**config.mk**
```make
export PLATFORM = sky130hd
export DESIGN_NAME = io_channel_unit
export DESIGN_NICKNAME = d
export VERILOG_FILES = /design/src/rtl/io_channel_unit_pkg.sv /design/src/rtl/io_channel_unit_out_fifo.sv /design/src/rtl/io_channel_unit.sv
export SDC_FILE = /design/constraint.sdc
export NUM_CORES = 1
export LEC_CHECK = 0
export ABC_AREA = 1
export BUFFER_PORTS_ARGS = -buffer_cell sky130_fd_sc_hd__buf_4
export CAP_MARGIN = 20
export CORE_ASPECT_RATIO = 2
export CORE_MARGIN = 2
export CORE_UTILIZATION = 40
export CTS_CLUSTER_DIAMETER = 200
export DETAILED_ROUTE_END_ITERATION = 12
export PLACE_DENSITY = 0.67
export REMOVE_ABC_BUFFERS = 1
export SYNTH_ARGS = -nofsm -noshare
export SYNTH_HDL_FRONTEND = slang
export SYNTH_SLANG_ARGS = --single-unit
```
**constraint.sdc**
```tcl
create_clock -name clock -period 1.51 [get_ports clock]
set_clock_uncertainty 0.05 [all_clocks]
set_input_delay 0.0755 -clock clock [delete_from_list [all_inputs] [get_ports clock]]
set_output_delay 0.0755 -clock clock [all_outputs]
set_load 0.02 [all_outputs]
```
**src/rtl/io_channel_unit_pkg.sv**
```systemverilog
//-----------------------------------------------------------------------------
// Module  : io_pkg
// Brief   : Channel numbers, status-word bit positions and the FIFO entry
//           type shared by the IO channel unit and its output FIFO.
// Rev     : 1.0 - initial release
//-----------------------------------------------------------------------------
`default_nettype none

package io_pkg;

   // Channel map as seen through IO_read_sel / IO_write_sel
   localparam logic [2:0] CH_OUT0    = 3'd0;
   localparam logic [2:0] CH_OUT1    = 3'd1;
   localparam logic [2:0] CH_OUT2    = 3'd2;
   localparam logic [2:0] CH_OUT3    = 3'd3;
   localparam logic [2:0] CH_IN0     = 3'd4;
   localparam logic [2:0] CH_IN1     = 3'd5;
   localparam logic [2:0] CH_STATUS  = 3'd6;
   localparam logic [2:0] CH_SCRATCH = 3'd7;

   // Bit positions inside the status word (channel 6)
   localparam int STAT_OVF     = 14;
   localparam int STAT_CNT_MSB = 13;
   localparam int STAT_CNT_LSB = 11;

   // One queued output write: which channel and what was written
   typedef struct packed {
      logic [2:0]  sel;
      logic [14:0] data;
   } io_fifo_entry_t;

endpackage

`default_nettype wire

```
**src/rtl/io_channel_unit_out_fifo.sv**
```systemverilog
//-----------------------------------------------------------------------------
// Module  : io_out_fifo
// Brief   : Circular output FIFO of channel writes with a sticky overflow
//           flag. A push into a full FIFO is still accepted when the head is
//           popped in the same cycle; otherwise it is dropped and flagged.
// Rev     : 1.0 - initial release
//-----------------------------------------------------------------------------
`default_nettype none

module io_out_fifo
   import io_pkg::*;
#(
   parameter int FIFO_DEPTH = 4       // 2 or 4 entries
) (
   input  logic           clock,
   input  logic           reset_n,
   input  logic           push,
   input  io_fifo_entry_t push_entry,
   input  logic           pop_req,
   input  logic           ovf_clear,
   output logic           push_ok,
   output logic           valid,
   output io_fifo_entry_t head,
   output logic [2:0]     count,
   output logic           overflow
);

   localparam int PTR_W = (FIFO_DEPTH > 2) ? 2 : 1;
   localparam logic [PTR_W-1:0] PTR_LAST = PTR_W'(FIFO_DEPTH - 1);

   io_fifo_entry_t   mem [FIFO_DEPTH];
   logic [PTR_W-1:0] head_ptr;
   logic [PTR_W-1:0] tail_ptr;
   logic             full;
   logic             pop;

   function automatic logic [PTR_W-1:0] ptr_inc(input logic [PTR_W-1:0] p);
      return (p == PTR_LAST) ? '0 : p + 1'b1;
   endfunction

   assign full    = (count == 3'(FIFO_DEPTH));
   assign valid   = (count != 3'd0);
   assign pop     = pop_req && valid;
   assign push_ok = push && (!full || pop);
   assign head    = mem[head_ptr];

   // Entry storage; cleared on reset so the head reads zero when empty
   always_ff @(posedge clock or negedge reset_n) begin
      if (!reset_n) begin
         for (int i = 0; i < FIFO_DEPTH; i++) begin
            mem[i] <= '0;
         end
      end else if (push_ok) begin
         mem[tail_ptr] <= push_entry;
      end
   end

   // Pointers and occupancy; simultaneous push and pop leave count unchanged
   always_ff @(posedge clock or negedge reset_n) begin
      if (!reset_n) begin
         head_ptr <= '0;
         tail_ptr <= '0;
         count    <= 3'd0;
      end else begin
         if (push_ok) tail_ptr <= ptr_inc(tail_ptr);
         if (pop)     head_ptr <= ptr_inc(head_ptr);
         case ({push_ok, pop})
            2'b10:   count <= count + 3'd1;
            2'b01:   count <= count - 3'd1;
            default: count <= count;
         endcase
      end
   end

   // Sticky overflow: set by a dropped push, cleared only by software
   always_ff @(posedge clock or negedge reset_n) begin
      if (!reset_n) begin
         overflow <= 1'b0;
      end else if (push && !push_ok) begin
         overflow <= 1'b1;
      end else if (ovf_clear) begin
         overflow <= 1'b0;
      end
   end

endmodule

`default_nettype wire

```
**src/rtl/io_channel_unit.sv**
```systemverilog
//-----------------------------------------------------------------------------
// Module  : io_channel_unit
// Brief   : Eight IO channels behind the Core's IO port. Channels 0-3 are
//           latched outputs also queued to a peripheral; channels 4-5 are
//           peripheral inputs with pending flags; channel 6 is status;
//           channel 7 is scratch.
//           Optional macro IO_INTR_EN adds the registered io_intr output.
// Rev     : 1.0 - initial release
//-----------------------------------------------------------------------------
`default_nettype none

module io_channel_unit
   import io_pkg::*;
#(
   parameter int FIFO_DEPTH = 4
) (
   input  logic        clock,
   input  logic        reset_n,
   input  logic        IO_write_en,
   input  logic [2:0]  IO_write_sel,
   input  logic [14:0] IO_write_data,
   input  logic [2:0]  IO_read_sel,
   output logic [14:0] IO_read_data,
   input  logic        IO_read_ack,
   output logic        out_valid,
   input  logic        out_ready,
   output logic [2:0]  out_sel,
   output logic [14:0] out_data,
   input  logic        in_valid,
   output logic        in_ready,
   input  logic        in_sel,
   input  logic [14:0] in_data
`ifdef IO_INTR_EN
   ,
   output logic        io_intr
`endif
);

   logic [14:0]    ch_out [4];
   logic [14:0]    ch_in  [2];
   logic [14:0]    ch_scratch;
   logic [1:0]     pending;
   logic [14:0]    status;

   logic           wr_out;
   logic           ovf_clear;
   logic           accept;
   logic [1:0]     ack_clr;
   logic [1:0]     acc_set;

   io_fifo_entry_t push_entry;
   io_fifo_entry_t head;
   logic           push_ok;
   logic [2:0]     fifo_count;
   logic           overflow;

   assign wr_out     = IO_write_en && (IO_write_sel[2] == 1'b0);
   assign ovf_clear  = IO_write_en && (IO_write_sel == CH_STATUS) && IO_write_data[STAT_OVF];
   assign push_entry = '{sel: IO_write_sel, data: IO_write_data};

   assign in_ready   = ~pending[in_sel];
   assign accept     = in_valid && in_ready;
   assign acc_set    = accept ? (in_sel ? 2'b10 : 2'b01) : 2'b00;
   assign ack_clr[0] = IO_read_ack && (IO_read_sel == CH_IN0);
   assign ack_clr[1] = IO_read_ack && (IO_read_sel == CH_IN1);

   io_out_fifo #(
      .FIFO_DEPTH (FIFO_DEPTH)
   ) u_out_fifo (
      .clock      (clock),
      .reset_n    (reset_n),
      .push       (wr_out),
      .push_entry (push_entry),
      .pop_req    (out_ready),
      .ovf_clear  (ovf_clear),
      .push_ok    (push_ok),
      .valid      (out_valid),
      .head       (head),
      .count      (fifo_count),
      .overflow   (overflow)
   );

   assign out_sel  = head.sel;
   assign out_data = head.data;

   // Output and scratch channel registers; updated even if the FIFO drops
   always_ff @(posedge clock or negedge reset_n) begin
      if (!reset_n) begin
         for (int i = 0; i < 4; i++) begin
            ch_out[i] <= '0;
         end
         ch_scratch <= '0;
      end else if (IO_write_en) begin
         if (wr_out) begin
            ch_out[IO_write_sel[1:0]] <= IO_write_data;
         end else if (IO_write_sel == CH_SCRATCH) begin
            ch_scratch <= IO_write_data;
         end
      end
   end

   // Input channels and pending flags; Core writes to 4/5 are ignored
   always_ff @(posedge clock or negedge reset_n) begin
      if (!reset_n) begin
         ch_in[0] <= '0;
         ch_in[1] <= '0;
         pending  <= 2'b00;
      end else begin
         if (accept) begin
            ch_in[in_sel] <= in_data;
         end
         pending <= (pending & ~ack_clr) | acc_set;
      end
   end

   // Status word rebuilt from live state every cycle
   always_comb begin
      status                            = '0;
      status[STAT_OVF]                  = overflow;
      status[STAT_CNT_MSB:STAT_CNT_LSB] = fifo_count;
      status[1:0]                       = pending;
   end

   // Combinational read port; writes become visible the following cycle
   always_comb begin
      IO_read_data = '0;
      case (IO_read_sel)
         CH_OUT0:    IO_read_data = ch_out[0];
         CH_OUT1:    IO_read_data = ch_out[1];
         CH_OUT2:    IO_read_data = ch_out[2];
         CH_OUT3:    IO_read_data = ch_out[3];
         CH_IN0:     IO_read_data = ch_in[0];
         CH_IN1:     IO_read_data = ch_in[1];
         CH_STATUS:  IO_read_data = status;
         CH_SCRATCH: IO_read_data = ch_scratch;
         default:    IO_read_data = '0;
      endcase
   end

`ifdef IO_INTR_EN
   // Interrupt follows any pending input with one cycle of delay
   always_ff @(posedge clock or negedge reset_n) begin
      if (!reset_n) begin
         io_intr <= 1'b0;
      end else begin
         io_intr <= |pending;
      end
   end
`endif

endmodule

`default_nettype wire

```
Word-level counts from Yosys, hierarchy flattened
Cells that the tools add are included.
{"block": "word_totals", "reg_bits": 187, "input_bits": 43, "output_inout_bits": 35, "elab_cells": 99}
{"block": "op_classes", "addsub": 4, "magnitude_cmp": 8, "n_eq_ne": 14, "n_mux": 22, "bitwise": 10, "n_reduce_logical": 21}
{"operator": "15-bit case mux with 8 select lines", "count": 1}
{"operator": "72-bit bitwise mux", "count": 1}
{"operator": "60-bit bitwise mux", "count": 1}
{"operator": "18-bit two-way mux", "count": 3}
{"operator": "18-bit binary-select mux with 2-bit select", "count": 1}
{"operator": "18-bit demux with 2-bit select", "count": 1}
{"operator": "30-bit bitwise mux", "count": 1}
{"operator": "15-bit demux with 2-bit select", "count": 1}
{"operator": "15-bit two-way mux", "count": 2}
{"operator": "3-bit == test, second input constant", "count": 7}
{"operator": "15-bit demux with 1-bit select", "count": 1}
{"operator": "1-bit logical AND", "count": 12}
{"operator": "3-bit >= comparator, second input constant", "count": 3}
{"operator": "2-bit NOT with 3-bit output", "count": 3}
{"operator": "2-bit two-way mux", "count": 4}
{"operator": "2-bit == test, second input constant", "count": 3}
{"operator": "3-bit by 2-bit == test with 1-bit output, second input constant", "count": 2}
{"operator": "3-bit by 1-bit < comparator with 1-bit output, second input constant", "count": 2}
{"operator": "3-bit case mux with 2 select lines", "count": 1}
{"operator": "2-bit by 1-bit adder with 2-bit output, second input constant", "count": 2}
{"operator": "1-bit two-way mux", "count": 4}
{"operator": "2-bit nonzero test", "count": 2}
{"operator": "3-bit by 1-bit adder with 3-bit output, second input constant", "count": 1}
{"operator": "3-bit by 1-bit == test with 1-bit output, second input constant", "count": 1}
{"operator": "other kinds (16)", "count": 19}

Logic depth before layout (Yosys ltp)
{"block": "depth", "depth_word": 7, "ltp_mapped": 9, "mapped_depth_nobuf": 9}

Cells and area by module
Synthesis repeated with hierarchy kept, for this count alone.
{"block": "unflattened", "hier_cells": 1107, "area_unflattened_um2": 8852.2}
{"module": "io_channel_unit", "n_inst": 1, "cells_each": 637, "area_per_inst_um2": 5041.1, "seq_area_each_um2": 2677.6}
{"module": "io_out_fifo", "n_inst": 1, "cells_each": 470, "area_per_inst_um2": 3811.2, "seq_area_each_um2": 2001.9}

Worst setup path after synthesis
Ideal clock, no wire load.
{"block": "synth_timing", "kind": "reg-to-reg", "start": "register u_out_fifo.count[0]", "end": "register u_out_fifo.count[2]", "setup_ns": 0.062, "arrival_time_ns": 1.518, "required_time_ns": 1.398, "path_slack_ns": -0.120, "path_stages_with_launch": 10, "path_buffers": 0, "period_less_slack_ns": 1.630, "cell_sequence": "dfrtp_1 > nor2_2 > nand2_1 > nand3_1 > fa_1 > inv_1 > nand3_1 > nand3_1 > nand2_1 > inv_1"}
{"block": "synth_via", "elab_chain_cells": 6, "word_cells_on_any_way": 12, "cone_classes": "add/sub: 2; eq/ne: 3; mux: 1; reduce/logical: 6"}
{"item": "start, declared", "line": "io_channel_unit_out_fifo.sv:24", "rtl": "output logic [2:0] count,"}
{"item": "start signal, assigned", "line": "io_channel_unit_out_fifo.sv:68", "rtl": "2'b10: count <= count + 3'd1;"}
{"item": "start signal, assigned", "line": "io_channel_unit_out_fifo.sv:69", "rtl": "2'b01: count <= count - 3'd1;"}
{"item": "start signal, assigned", "line": "io_channel_unit_out_fifo.sv:70", "rtl": "default: count <= count;"}
{"item": "3-bit nonzero test *", "line": "io_channel_unit_out_fifo.sv:42", "rtl": "assign valid = (count != 3'd0);"}
{"item": "via out_valid", "line": "io_channel_unit.sv:25", "rtl": "output logic out_valid,"}
{"item": "1-bit logical AND *", "line": "io_channel_unit_out_fifo.sv:43", "rtl": "assign pop = pop_req && valid;"}
{"item": "1-bit logical OR", "line": "io_channel_unit_out_fifo.sv:44", "rtl": "assign push_ok = push && (!full || pop);"}
{"item": "1-bit logical AND", "line": "io_channel_unit_out_fifo.sv:44"}
{"item": "2-bit by 1-bit == test with 1-bit output / 2-bit == test (equally long branches)", "line": "io_channel_unit_out_fifo.sv:67", "rtl": "case ({push_ok, pop})"}
{"item": "3-bit case mux with 2 select lines / 2-bit nonzero test (equally long branches)"}
Mark *: on every way through the listed nets, which the timed path passes. The rest lies on a longest branch.
A chain may end at the register's enable or synchronous reset.

Worst setup path after layout
{"block": "layout_timing", "start": "register u_out_fifo.head_ptr[0]", "end": "output port out_data[0]"}
{"block": "layout_via", "elab_chain_cells": 4}
{"item": "start, declared", "line": "io_channel_unit_out_fifo.sv:32", "rtl": "logic [PTR_W-1:0] head_ptr;"}
{"item": "start signal, assigned", "line": "io_channel_unit_out_fifo.sv:66", "rtl": "if (pop) head_ptr <= ptr_inc(head_ptr);"}
{"item": "2-bit NOT with 3-bit output (implied by the code)", "line": "io_channel_unit_out_fifo.sv:45", "rtl": "assign head = mem[head_ptr];"}
{"item": "18-bit binary-select mux with 2-bit select", "line": "io_channel_unit_out_fifo.sv:45"}
{"item": "18-bit two-way mux (implied by the code) (2 in series)", "line": "io_channel_unit_out_fifo.sv:45"}
{"item": "end, declared", "line": "io_channel_unit.sv:28", "rtl": "output logic [14:0] out_data,"}
No other way between the ends. The select of a mux whose other input is x is not followed.

==> run_results.csv <==
group,metric,value,unit
outcome,status,"complete, but fails checks",
outcome,violations,"setup timing",
yosys,synth_seq_cells,187,
power,leakagePower,5.83,nW
yosys,syn_avg_cell_area,8.41,um2
yosys,synth_cells,1004,
clock_tree,clockBufferDepth,2,
clock_tree,htreeDepth,4,
drt,vias,7683,
yosys,yosys.area_share.simple,18.1,%
clock_tree,cts-buffers-inserted,17,
drt,drt_iter0_drc,390,
floorplanning,ioPinCount,78,
power,p_per_area,1820,nW/um2
drt,drt_wl_total,25300,um
yosys,yosys_warnings,0,
clock_tree,cts_tree,"done",
cells_and_area,utilization,58.6,%
clock_tree,cts.reportedPaths.clkPinSlew,70,ps
timing,fin_crit,1810,ps
yosys,synth-adder-area-share,0.978,%
timing,slew_headroom,70.1,%
min_path,hold_path_end,"pending[0]",
setup_path,crit_slowest_cell,"dfrtp_2",
timing,rsz0062_at_grt,"true",
min_path,hold_start,"in_valid",
yosys,syn_area,8440,um2
yosys,synth_cell_types,29,
floorplanning,fp-row-count,75,
timing,timing.final.crit_share,120,%
run,maxCapViolCount,0,
setup_path,r2r_start,"u_out_fifo.count[1]",
setup_path,cp-start-kind,"register",
timing,tightest_slew,448,ps
clock_tree,clkLatencyLatePin,440,ps
setup_path,r2r_slack,-250,ps
floorplanning,die_width,107,um
drt,wire_per_inst,17.3,um
placed_design,dpl.hpwl,14600,um
timing,hold_viol_final,0,
setup_path,rr_worst_depth,10,
floorplanning,core-area,20800,um2
yosys,synth-compound-area-share,16.1,%
yosys,ys_seq_area_share,55.4,%
placed_design,port_buffers,77,
setup_path,end_kind,"output port",
cells_and_area,antenna_cells,0,
yosys,muxShareOfSynthArea,0,%
global_routing,grt_max_degree,40,
min_path,hold_path_depth,4,
floorplanning,die_area,22400,um2
global_routing,grt_pass1_vias,7138,
timing,tns,-13920,ps
setup_path,crit_chain,"buf_6, clkbuf_16, nor2_1, o22ai_2, buf_4",
timing,fin_ws,-296,ps
global_routing,overflow,0,
cells_and_area,area_growth,44.5,%
drt,final_antenna_net_count,0,
yosys,synthXorXnorAreaFrac,0.104,%
cells_and_area,fin_nets,1235,
drt,vias_per_cell,5.23,
cells_and_area,drive_above_1_share,35.3,%
clock_tree,clock_sinks,187,
timing,finalSetupViolCount,101,
power,ir_worst_vdd,1130,uV
timing,timing.fmax,0.554,GHz
setup_path,worstReg2RegEnd,"u_out_fifo.mem[24]",
global_routing,antenna_found_initial,0,
setup_path,critPathRequiredTime,1380,ps
min_path,hold_class,"in2reg",
setup_path,crit_arrival,1680,ps
setup_path,crit_fanout,7,
setup_path,critPathMaxStageDelay,490,ps
drt,drcViolationCount,0,
global_routing,track_usage,19.9,%
clock_tree,cts_root_buf,"clkbuf_16",
floorplanning,die_h,209,um
drt,drt_first_pass_iters,4,
floorplanning,start_util,40.5,%
setup_path,crit_type,"reg2out",
placed_design,finalWeightedCongestion,0.828,
yosys,synth_top_family_by_area,"simple AND/OR/NAND/NOR gates",
global_routing,grt_pass1_wl,35100,um
timing,maxSlewViolCount,0,
## what timing repair did
action,4_1_cts,5_1_grt
endpoints found under the setup margin,33,106
gates cloned,2,17
hold buffers,34,0
resized for setup,75,257
hold endpoints to repair,284,0
buffers inserted,11,24
pin swaps,37,59
## placed cells by master, fill, tap and decap left out, drive strengths merged
| cell | Yosys | layout |
|---|---|---|
| and3 | 1 | 1 |
| clkbuf | 20 | 29 |
| xor2 | 1 | 1 |
| a21oi | 15 | 15 |
| nor3 | 10 | 10 |
| nand2 | 240 | 240 |
| nor2 | 85 | 85 |
| clkinv | 1 | 11 |
| dfrtp | 187 | 187 |
| fa | 1 | 1 |
| nand4 | 15 | 15 |
| ha | 5 | 5 |
| o22ai | 26 | 26 |
| a21boi | 1 | 1 |
| inv | 117 | 121 |
| buf | 31 | 168 |
| nor4 | 1 | 1 |
| o21ai | 223 | 223 |
| clkinvlp | 0 | 1 |
| nand3 | 24 | 24 |
| dlygate4sd3 | 0 | 34 |
## where the power goes
group	switching [mW]	total, mW	internal (mW)
registers	1.35	8.10	6.75
logic	5.09	9.76	4.68
clock network	2.10	4.28	2.18
total	8.55	22.1	13.6
## state kept, by name, indices dropped and copies added (netlist names), 2 cells and up
register             cells
ch_in                   30
ch_scratch              15
pending                  2
u_out_fifo.mem          72
u_out_fifo.tail_ptr      2
u_out_fifo.count         3
ch_out                  60
u_out_fifo.head_ptr      2
## metal layers
layer | share of wire, % | wire (um) | vias to the layer above | global-route usage [%]
met3 | 3.6 | 923 | 99 | 3.51
met4 | 6.3 | 1610 | 0 | 8.60
li1 | - | - | 3624 | -
met1 | 36 | 9120 | 3718 | 22.7
met2 | 54 | 13700 | 242 | 35.8
met5 | 0 | 0 | - | 0
## worst max-delay path: cells and delay by family, from the launching register on
kind	cells	cell delay (ps)
and+or+nand+nor	1	140
AOI/OAI and AO/OA	1	110
DFF	1	490
buffers and inverters	3	500
## cell families (layout without fill, tap and decap cells)
family	after synthesis	count (layout)
fa+ha+maj	6	6
flops	187	187
compound gates	265	265
buf+inv	169	364
xor+xnor	1	1
simple gates	376	376
## synthesized netlist by cell type
library cell | count | area share [%]
xor2_1 | 1 | 0.10
clkbuf_2 | 1 | 0.059
buf_4 | 5 | 0.44
o21ai_0 | 154 | 9.1
buf_2 | 13 | 0.77
ha_1 | 5 | 0.74
nor4_1 | 1 | 0.074
and3_1 | 1 | 0.074
inv_1 | 111 | 4.9
nor3_1 | 8 | 0.47
o22ai_1 | 26 | 1.9
nor2_2 | 6 | 0.44
nand2_4 | 1 | 0.13
buf_6 | 13 | 1.7
nand3_1 | 24 | 1.4
fa_1 | 1 | 0.24
a21oi_1 | 15 | 0.89
nor2_1 | 79 | 3.5
o21ai_1 | 69 | 4.1
dfrtp_1 | 187 | 55
nand2_2 | 1 | 0.074
inv_4 | 4 | 0.30
clkbuf_1 | 19 | 0.84
a21boi_1 | 1 | 0.089
clkinv_1 | 1 | 0.044
nand4_1 | 15 | 1.1
inv_2 | 2 | 0.089
nor3_2 | 2 | 0.24
nand2_1 | 238 | 11
## final cells by class
cell class              instances  area, um2
fillers                      1749       8630
well taps                     269        337
repair buffers                213       2340
clock buffers                  18        429
multi-input cells             648       3810
repair inverters                1       5.00
clock inverters                14        131
inverters                     118        470
flip-flops and latches        187       4680
## worst max-delay path by stage
stage | from | endpoint | cells after the start | slack, ps
after floorplan | u_out_fifo.head_ptr[0] | out_data[0] | 3 | -650
after global placement | u_out_fifo.count[0] | u_out_fifo.count[2] | 9 | 10
after detailed placement | u_out_fifo.count[0] | u_out_fifo.count[2] | 9 | -70
after CTS | u_out_fifo.head_ptr[0] | out_data[9] | 4 | -280
after global routing | u_out_fifo.head_ptr[0] | out_data[0] | 5 | -340
final | u_out_fifo.head_ptr[0] | out_data[0] | 5 | -300
## metrics by stage
step | hold WS [ps] | instances | power, mW | instance area [um2] | setup WS (ps)
after global routing | 32.9 | 1468 | 23.4 | 12200 | -335
after CTS | 15.5 | 1427 | 19.4 | 10800 | -283
final | 24.7 | 1468 | 22.1 | 12200 | -296
after floorplan | -270 | 953 | 11.4 | 8120 | -649
after detailed placement | -23.6 | 1349 | 14.2 | 9600 | -66.6
after global placement | -28.7 | 1349 | 14.0 | 9600 | 13.8
(Power assumes the default switching activity.)
